<file path="config.mk">
export PLATFORM = sky130hd
export DESIGN_NAME = vga_capture
export DESIGN_NICKNAME = d
export VERILOG_FILES = /design/src/rtl/vga_capture.sv
export SDC_FILE = /design/constraint.sdc
export NUM_CORES = 1
export LEC_CHECK = 0
export BUFFER_PORTS_ARGS = -buffer_cell sky130_fd_sc_hd__buf_4
export CAP_MARGIN = 10
export CORE_MARGIN = 10
export CORE_UTILIZATION = 40
export CTS_CLUSTER_SIZE = 14
export DETAILED_ROUTE_END_ITERATION = 10
export GPL_ROUTABILITY_DRIVEN = 0
export PLACE_DENSITY = 0.61
export SYNTH_ARGS = -nofsm -noshare
export SYNTH_HDL_FRONTEND = slang
export SYNTH_SLANG_ARGS = --single-unit
</file>
<file path="constraint.sdc">
create_clock -name clk -period 4.1 [get_ports clk]
set_clock_uncertainty 0.15 [all_clocks]
set_input_delay 0 -clock clk [delete_from_list [all_inputs] [get_ports clk]]
set_output_delay 0 -clock clk [all_outputs]
set_load 0.1 [all_outputs]
</file>
<file path="src/rtl/vga_capture.sv">
// VGA frame-capture receiver: rebuilds pixel coordinates from the video-on window,
// writes active pixels to a frame buffer and reports per-frame geometry and checksum.
module vga_capture #(
    parameter int unsigned H_ACTIVE = 640,
    parameter int unsigned V_ACTIVE = 480,
    parameter int unsigned ADDR_W   = 19,
    parameter bit          SYNC_LOW = 1'b1
) (
    input  logic              clk,
    input  logic              reset,
    input  logic              hsync,
    input  logic              vsync,
    input  logic              ptick,
    input  logic              von,
    input  logic [7:0]        rgb,
    output logic              wr_en,
    output logic [ADDR_W-1:0] wr_addr,
    output logic [7:0]        wr_data,
    output logic              frame_done,
    output logic              frame_ok,
    output logic [15:0]       frame_sum,
    output logic [9:0]        lines_seen
);

    localparam int unsigned CNT_W  = 11;
    localparam int unsigned HCNT_W = 10;
    localparam int unsigned SUM_W  = 16;
    localparam int unsigned PROD_W = 2 * CNT_W + 1;

    localparam logic [CNT_W-1:0]  CNT_MAX  = '1;
    localparam logic [HCNT_W-1:0] HCNT_MAX = '1;
    localparam logic [CNT_W-1:0]  H_LIM    = CNT_W'(H_ACTIVE);
    localparam logic [CNT_W-1:0]  V_LIM    = CNT_W'(V_ACTIVE);
    localparam logic [PROD_W-1:0] H_MUL    = PROD_W'(H_ACTIVE);

    typedef enum logic [1:0] {
        WAIT_VS,
        IN_VS,
        CAPTURE
    } state_t;

    // input register stage; syncs normalised to active-high here
    logic       s1_hs, s1_vs, s1_hs_d, s1_vs_d, s1_pt, s1_von;
    logic [7:0] s1_rgb;

    always_ff @(posedge clk or negedge reset) begin
        if (!reset) begin
            s1_hs   <= 1'b0;
            s1_vs   <= 1'b0;
            s1_hs_d <= 1'b0;
            s1_vs_d <= 1'b0;
            s1_pt   <= 1'b0;
            s1_von  <= 1'b0;
            s1_rgb  <= '0;
        end else begin
            s1_hs   <= hsync ^ SYNC_LOW;
            s1_vs   <= vsync ^ SYNC_LOW;
            s1_hs_d <= s1_hs;
            s1_vs_d <= s1_vs;
            s1_pt   <= ptick;
            s1_von  <= von;
            s1_rgb  <= rgb;
        end
    end

    logic hs_edge, vs_edge;
    assign hs_edge = s1_hs & ~s1_hs_d;
    assign vs_edge = s1_vs & ~s1_vs_d;

    state_t              state, state_nxt;
    logic [CNT_W-1:0]    x, x_nxt, y, y_nxt;
    logic [SUM_W-1:0]    sum, sum_nxt;
    logic [HCNT_W-1:0]   hcnt, hcnt_nxt;
    logic                err, err_nxt, last_von, last_von_nxt;
    logic                wr_c, done_c, ok_c;
    logic [PROD_W-1:0]   addr_full;

    assign addr_full = PROD_W'(y) * H_MUL + PROD_W'(x);

    // state and frame counters
    always_ff @(posedge clk or negedge reset) begin
        if (!reset) begin
            state    <= WAIT_VS;
            x        <= '0;
            y        <= '0;
            sum      <= '0;
            hcnt     <= '0;
            err      <= 1'b0;
            last_von <= 1'b0;
        end else begin
            state    <= state_nxt;
            x        <= x_nxt;
            y        <= y_nxt;
            sum      <= sum_nxt;
            hcnt     <= hcnt_nxt;
            err      <= err_nxt;
            last_von <= last_von_nxt;
        end
    end

    // next-state, coordinate tracking and frame close
    always_comb begin
        state_nxt    = state;
        x_nxt        = x;
        y_nxt        = y;
        sum_nxt      = sum;
        hcnt_nxt     = hcnt;
        err_nxt      = err;
        last_von_nxt = last_von;
        wr_c         = 1'b0;
        done_c       = 1'b0;
        ok_c         = 1'b0;

        case (state)
            WAIT_VS: begin
                if (s1_vs) state_nxt = IN_VS;
            end
            IN_VS: begin
                if (!s1_vs) begin
                    state_nxt    = CAPTURE;
                    x_nxt        = '0;
                    y_nxt        = '0;
                    sum_nxt      = '0;
                    hcnt_nxt     = '0;
                    err_nxt      = 1'b0;
                    last_von_nxt = 1'b0;
                end
            end
            CAPTURE: begin
                if (s1_pt) begin
                    last_von_nxt = s1_von;
                    if (s1_von) begin
                        if (x < H_LIM && y < V_LIM) begin
                            wr_c    = 1'b1;
                            sum_nxt = sum + SUM_W'(s1_rgb);
                        end else begin
                            err_nxt = 1'b1;
                        end
                        if (x != CNT_MAX) x_nxt = x + CNT_W'(1);
                    end else if (last_von) begin
                        if (x != H_LIM) err_nxt = 1'b1;
                        x_nxt = '0;
                        if (y != CNT_MAX) y_nxt = y + CNT_W'(1);
                    end
                end

                if (hs_edge && hcnt != HCNT_MAX) hcnt_nxt = hcnt + HCNT_W'(1);

                // a pixel on the same cycle is already folded in above
                if (vs_edge) begin
                    if (last_von_nxt) begin
                        if (x_nxt != H_LIM) err_nxt = 1'b1;
                        x_nxt = '0;
                        if (y_nxt != CNT_MAX) y_nxt = y_nxt + CNT_W'(1);
                        last_von_nxt = 1'b0;
                    end
                    done_c    = 1'b1;
                    ok_c      = !err_nxt && (y_nxt == V_LIM);
                    state_nxt = IN_VS;
                end
            end
            default: state_nxt = WAIT_VS;
        endcase
    end

    // pending stage between the counters and the output registers
    logic              wr_p, done_p, ok_p;
    logic [ADDR_W-1:0] addr_p;
    logic [7:0]        data_p;
    logic [SUM_W-1:0]  sum_p;
    logic [HCNT_W-1:0] lines_p;

    always_ff @(posedge clk or negedge reset) begin
        if (!reset) begin
            wr_p    <= 1'b0;
            addr_p  <= '0;
            data_p  <= '0;
            done_p  <= 1'b0;
            ok_p    <= 1'b0;
            sum_p   <= '0;
            lines_p <= '0;
        end else begin
            wr_p   <= wr_c;
            done_p <= done_c;
            if (wr_c) begin
                addr_p <= ADDR_W'(addr_full);
                data_p <= s1_rgb;
            end
            if (done_c) begin
                ok_p    <= ok_c;
                sum_p   <= sum_nxt;
                lines_p <= hcnt_nxt;
            end
        end
    end

    // output registers; frame results hold until the next frame close
    always_ff @(posedge clk or negedge reset) begin
        if (!reset) begin
            wr_en      <= 1'b0;
            wr_addr    <= '0;
            wr_data    <= '0;
            frame_done <= 1'b0;
            frame_ok   <= 1'b0;
            frame_sum  <= '0;
            lines_seen <= '0;
        end else begin
            wr_en      <= wr_p;
            wr_addr    <= addr_p;
            wr_data    <= data_p;
            frame_done <= done_p;
            if (done_p) begin
                frame_ok   <= ok_p;
                frame_sum  <= sum_p;
                lines_seen <= lines_p;
            end
        end
    end

endmodule

</file>
==> summary.md <==
| Metric | Value |
|---|---|
| Status | `complete, no violations` |
| Max Clock Freq | `295 MHz` |
| Die W | `168 um` |
| CP endpoint kind | `flop` |
| Final worst setup slack | `slightly above 0.7 ns` |
| R2R Path Start | `y[0]$_DFFE_PN0P_` |
| Ys async rst share | `between 90% and 100%` |
| Clk pin slew, worst setup/hold paths | `around 0.080 ns` |
| CTS tree | `done` |
| Most common flop cell mapped by yosys | `dfrtp_1` |
| Crit path arrival time | `3.54 ns` |
| Root Driver | `clkbuf_16` |
| Post-synthesis average cell area | `approximately 10 sq um` |
| Die height | `168 um` |
| CTS resizes | `0` |
| Startpoint Class | `flop` |
| Crit path required time | `4.25 ns` |
| Post-route insts no fill | `between 1000 and 1500` |
| H-tree depth | `4` |
| Fin. Hold Viols | `0` |
| Synth unique cells | `66` |
| Layout cell share with drive strength beyond 1 | `18.6%` |
| Largest net degree at the start of global routing | `91` |
| Vias in the first global route | `6458` |
| Top cell type's share of synthesized area | `between 50% and 60%` |
| Worst rel slew slack | `25.4%` |
| Register area | `0.00445 sq mm` |
| Cells after synthesis | `roughly 840` |
| Lkg Pwr | `0.00491 uW` |
| Crit-path max FO | `12` |
| Clock sink count | `178` |
| TritonCTS buffer count | `17` |
| Worst-Margin Slew | `1.12 ns` |
| Port bufs | `69` |
| Multi-input gate area | `between 0.004 and 0.005 sq mm` |
| Worst-Skew Late Latency | `0.44 ns` |
| P&R area growth vs syn | `16.9%` |
| Final Setup Violations | `0` |
| Max-slew violations | `0` |
| Setup Buffers After CTS | `0` |
| Reg power frac | `41.6%` |
| Fill cells | `2026` |
| Placement Setup Slack | `0.803 ns` |
| Clock power frac | `31.8%` |
| Die Area | `0.0284 sq mm` |
| Type of the most critical hold path | `in -> async` |
| Drt drc | `0` |
| Post-DR vias/cell | `5.43` |
| Tot Pwr | `a little under 5000 uW` |
| Net Sw Frac | `37.5%` |
| Cell Int Power | `3080 uW` |
| Initial antenna violation count | `0` |
| Core area | `0.0218 sq mm` |
| HPWL Detailed | `13500 um` |
| Area contributors post-synth | `dfrtp_1, mux2_2, ha_1` |
| RSZ-0062 raised after global routing | `no` |
| # IOs | `70` |
| Most frequent cells in the layout | `dfrtp_1, nand2_1, buf_4` |
| Synth warnings | `0` |
| Syn Nets | `roughly 900` |
| Peak VDD IR | `0.386 mV` |
| RR Endpoint | `ok_p$_DFFE_PN0P_` |
| Synthesized flop and latch total | `178` |
| Post-synth EDFFs | `0` |
| Nets@finish | `a little under 1000` |
| Crit path launch | `y[0]$_DFFE_PN0P_` |
| Commonest non-fill, non-tap cell in the layout | `dfrtp_1` |
| WL/cell | `approximately 16 um` |
| Power Density | `479 mW/mm^2` |
| ANT nets after route | `0` |
| Overflow after GRT | `0` |
| Via count | `6554` |
| WS Path Type | `reg -> reg` |
| Overall Global Routing Usage | `13.9%` |
| Antenna Cells | `0` |
| Final worst-path cycle share | `~83%` |
| DR iter-0 viols | `364` |
| Combinational power share | `26.6%` |
| Cell Area, Synth | `a little under 0.009 sq mm` |
| Clock buffer depth | `2` |
| Setup TNS | `0 ns` |
| Initial Util | `40.5%` |
| Placement row count | `54` |
| Max_cap viols | `0` |
| Crit path time final | `between 3 and 4 ns` |
| Wire length of the first global-routing pass | `33100 um` |
| R2R setup slack | `~0.71 ns` |
| Worst Reg2Reg Path Length in Cells | `8` |
| Post-synth top area cell | `dfrtp_1` |
| Post-synthesis sequential area ratio | `50.5%` |
| Router iterations before antenna repair | `5` |
| Total wire length | `19500 um` |
| Placed instance count | `1162` |
| Switching power total | `1850 uW` |
flip-flops by register name (all words and copies together) (netlist names), 10 cells and up:
name	flops
y	11
x	11
sum_p	16
lines_seen	10
lines_p	10
addr_p	19
sum	16
wr_addr	19
hcnt	10
frame_sum	16
what timing repair did:
| item | 4_1_cts | 5_1_grt |
|---|---|---|
| hold buffers | 13 | 0 |
| setup endpoints to repair | 0 | 0 |
| hold endpoints to repair | 100 | 0 |
layer usage:
| layer | routed length [um] | GRT usage (%) | up-vias |
|---|---|---|---|
| met2 | 9260 | 22.2 | 113 |
| met1 | 9230 | 18.4 | 3218 |
| met3 | 696 | 2.84 | 24 |
| li1 | - | - | 3199 |
| met4 | 286 | 4.73 | 0 |
| met5 | 0 | 0 | - |
worst max-delay path, stage by stage, from the launching register on:
cell and delay (ns):
dfrtp_1 0.52, ha_1 0.31, and3_1 0.28, a31oi_4 0.29, mux2i_2 0.32, nand4b_1 0.19
or4b_1 0.68, a311oi_1 0.37, o31ai_1 0.13
cell type report:
class / count / share of cell area, %
clock buffers: 20 / 4.33
clock inverters: 12 / 1.10
flip-flops and latches: 178 / 43.2
well taps: 280 / 3.40
multi-input cells: 596 / 39.8
repair buffers: 90 / 7.03
inverters: 31 / 1.13
synth_stat cells, types with 4 or more instances:
cell / n
buf_2: 11
nand2_1: 106
o22ai_1: 5
nand4_1: 18
nor2b_1: 8
nor3b_1: 4
o21ai_0: 59
a311oi_1: 4
and4_1: 6
o21ai_1: 7
and3_1: 15
inv_1: 30
dfrtp_1: 178
xnor2_1: 14
a41oi_1: 5
o21a_1: 5
nand4b_1: 4
nand3_1: 23
and2_1: 4
clkbuf_1: 23
xor2_1: 11
nor2_1: 42
o31ai_1: 13
a21o_1: 12
nand2b_1: 7
mux2i_1: 9
nor3_1: 7
mux2_2: 52
a31oi_1: 15
a21oi_1: 31
a211oi_1: 4
ha_1: 37
a22o_1: 20
or4_1: 5
stage by stage:
stage,hold WS [ns],utilization (%),area [sq um]
global route,0.0556,47.4,10300
CTS,0.0475,47.4,10300
floorplan,-0.446,-,8810
finish,0.0602,47.4,10300
global placement,-0.0401,44.2,9610
detailed placement,-0.0392,44.2,9610
kinds of logic after synthesis:
kind of cell	share of synthesized area, %
simple gates	14.9
compound gates	15.3
flops	50.5
buf+inv	3.01
mux	7.82
fa+ha+maj	5.93
xor+xnor	2.48
how the worst max path moves through the flow:
stage / end / slack [ns] / cells past startpoint
after floorplan: y[0]$_DFFE_PN0P_ / 1.12 / 11
after global placement: y[0]$_DFFE_PN0P_ / 0.84 / 9
after detailed placement: y[0]$_DFFE_PN0P_ / 0.80 / 9
after CTS: y[0]$_DFFE_PN0P_ / 0.78 / 9
after global routing: y[0]$_DFFE_PN0P_ / 0.52 / 9
final: ok_p$_DFFE_PN0P_ / 0.71 / 8
power by group through the flow:
stage	sequential (uW)	clock [uW]	combinational, uW
6_report	2050	1570	1310
2_1_floorplan	2590	0	446
5_1_grt	2080	1680	1400
3_5_place_dp	2090	0	1310
3_3_place_gp	2080	0	1310
4_1_cts	2050	1610	1330
Note: power is estimated with default switching activity, not from simulation.
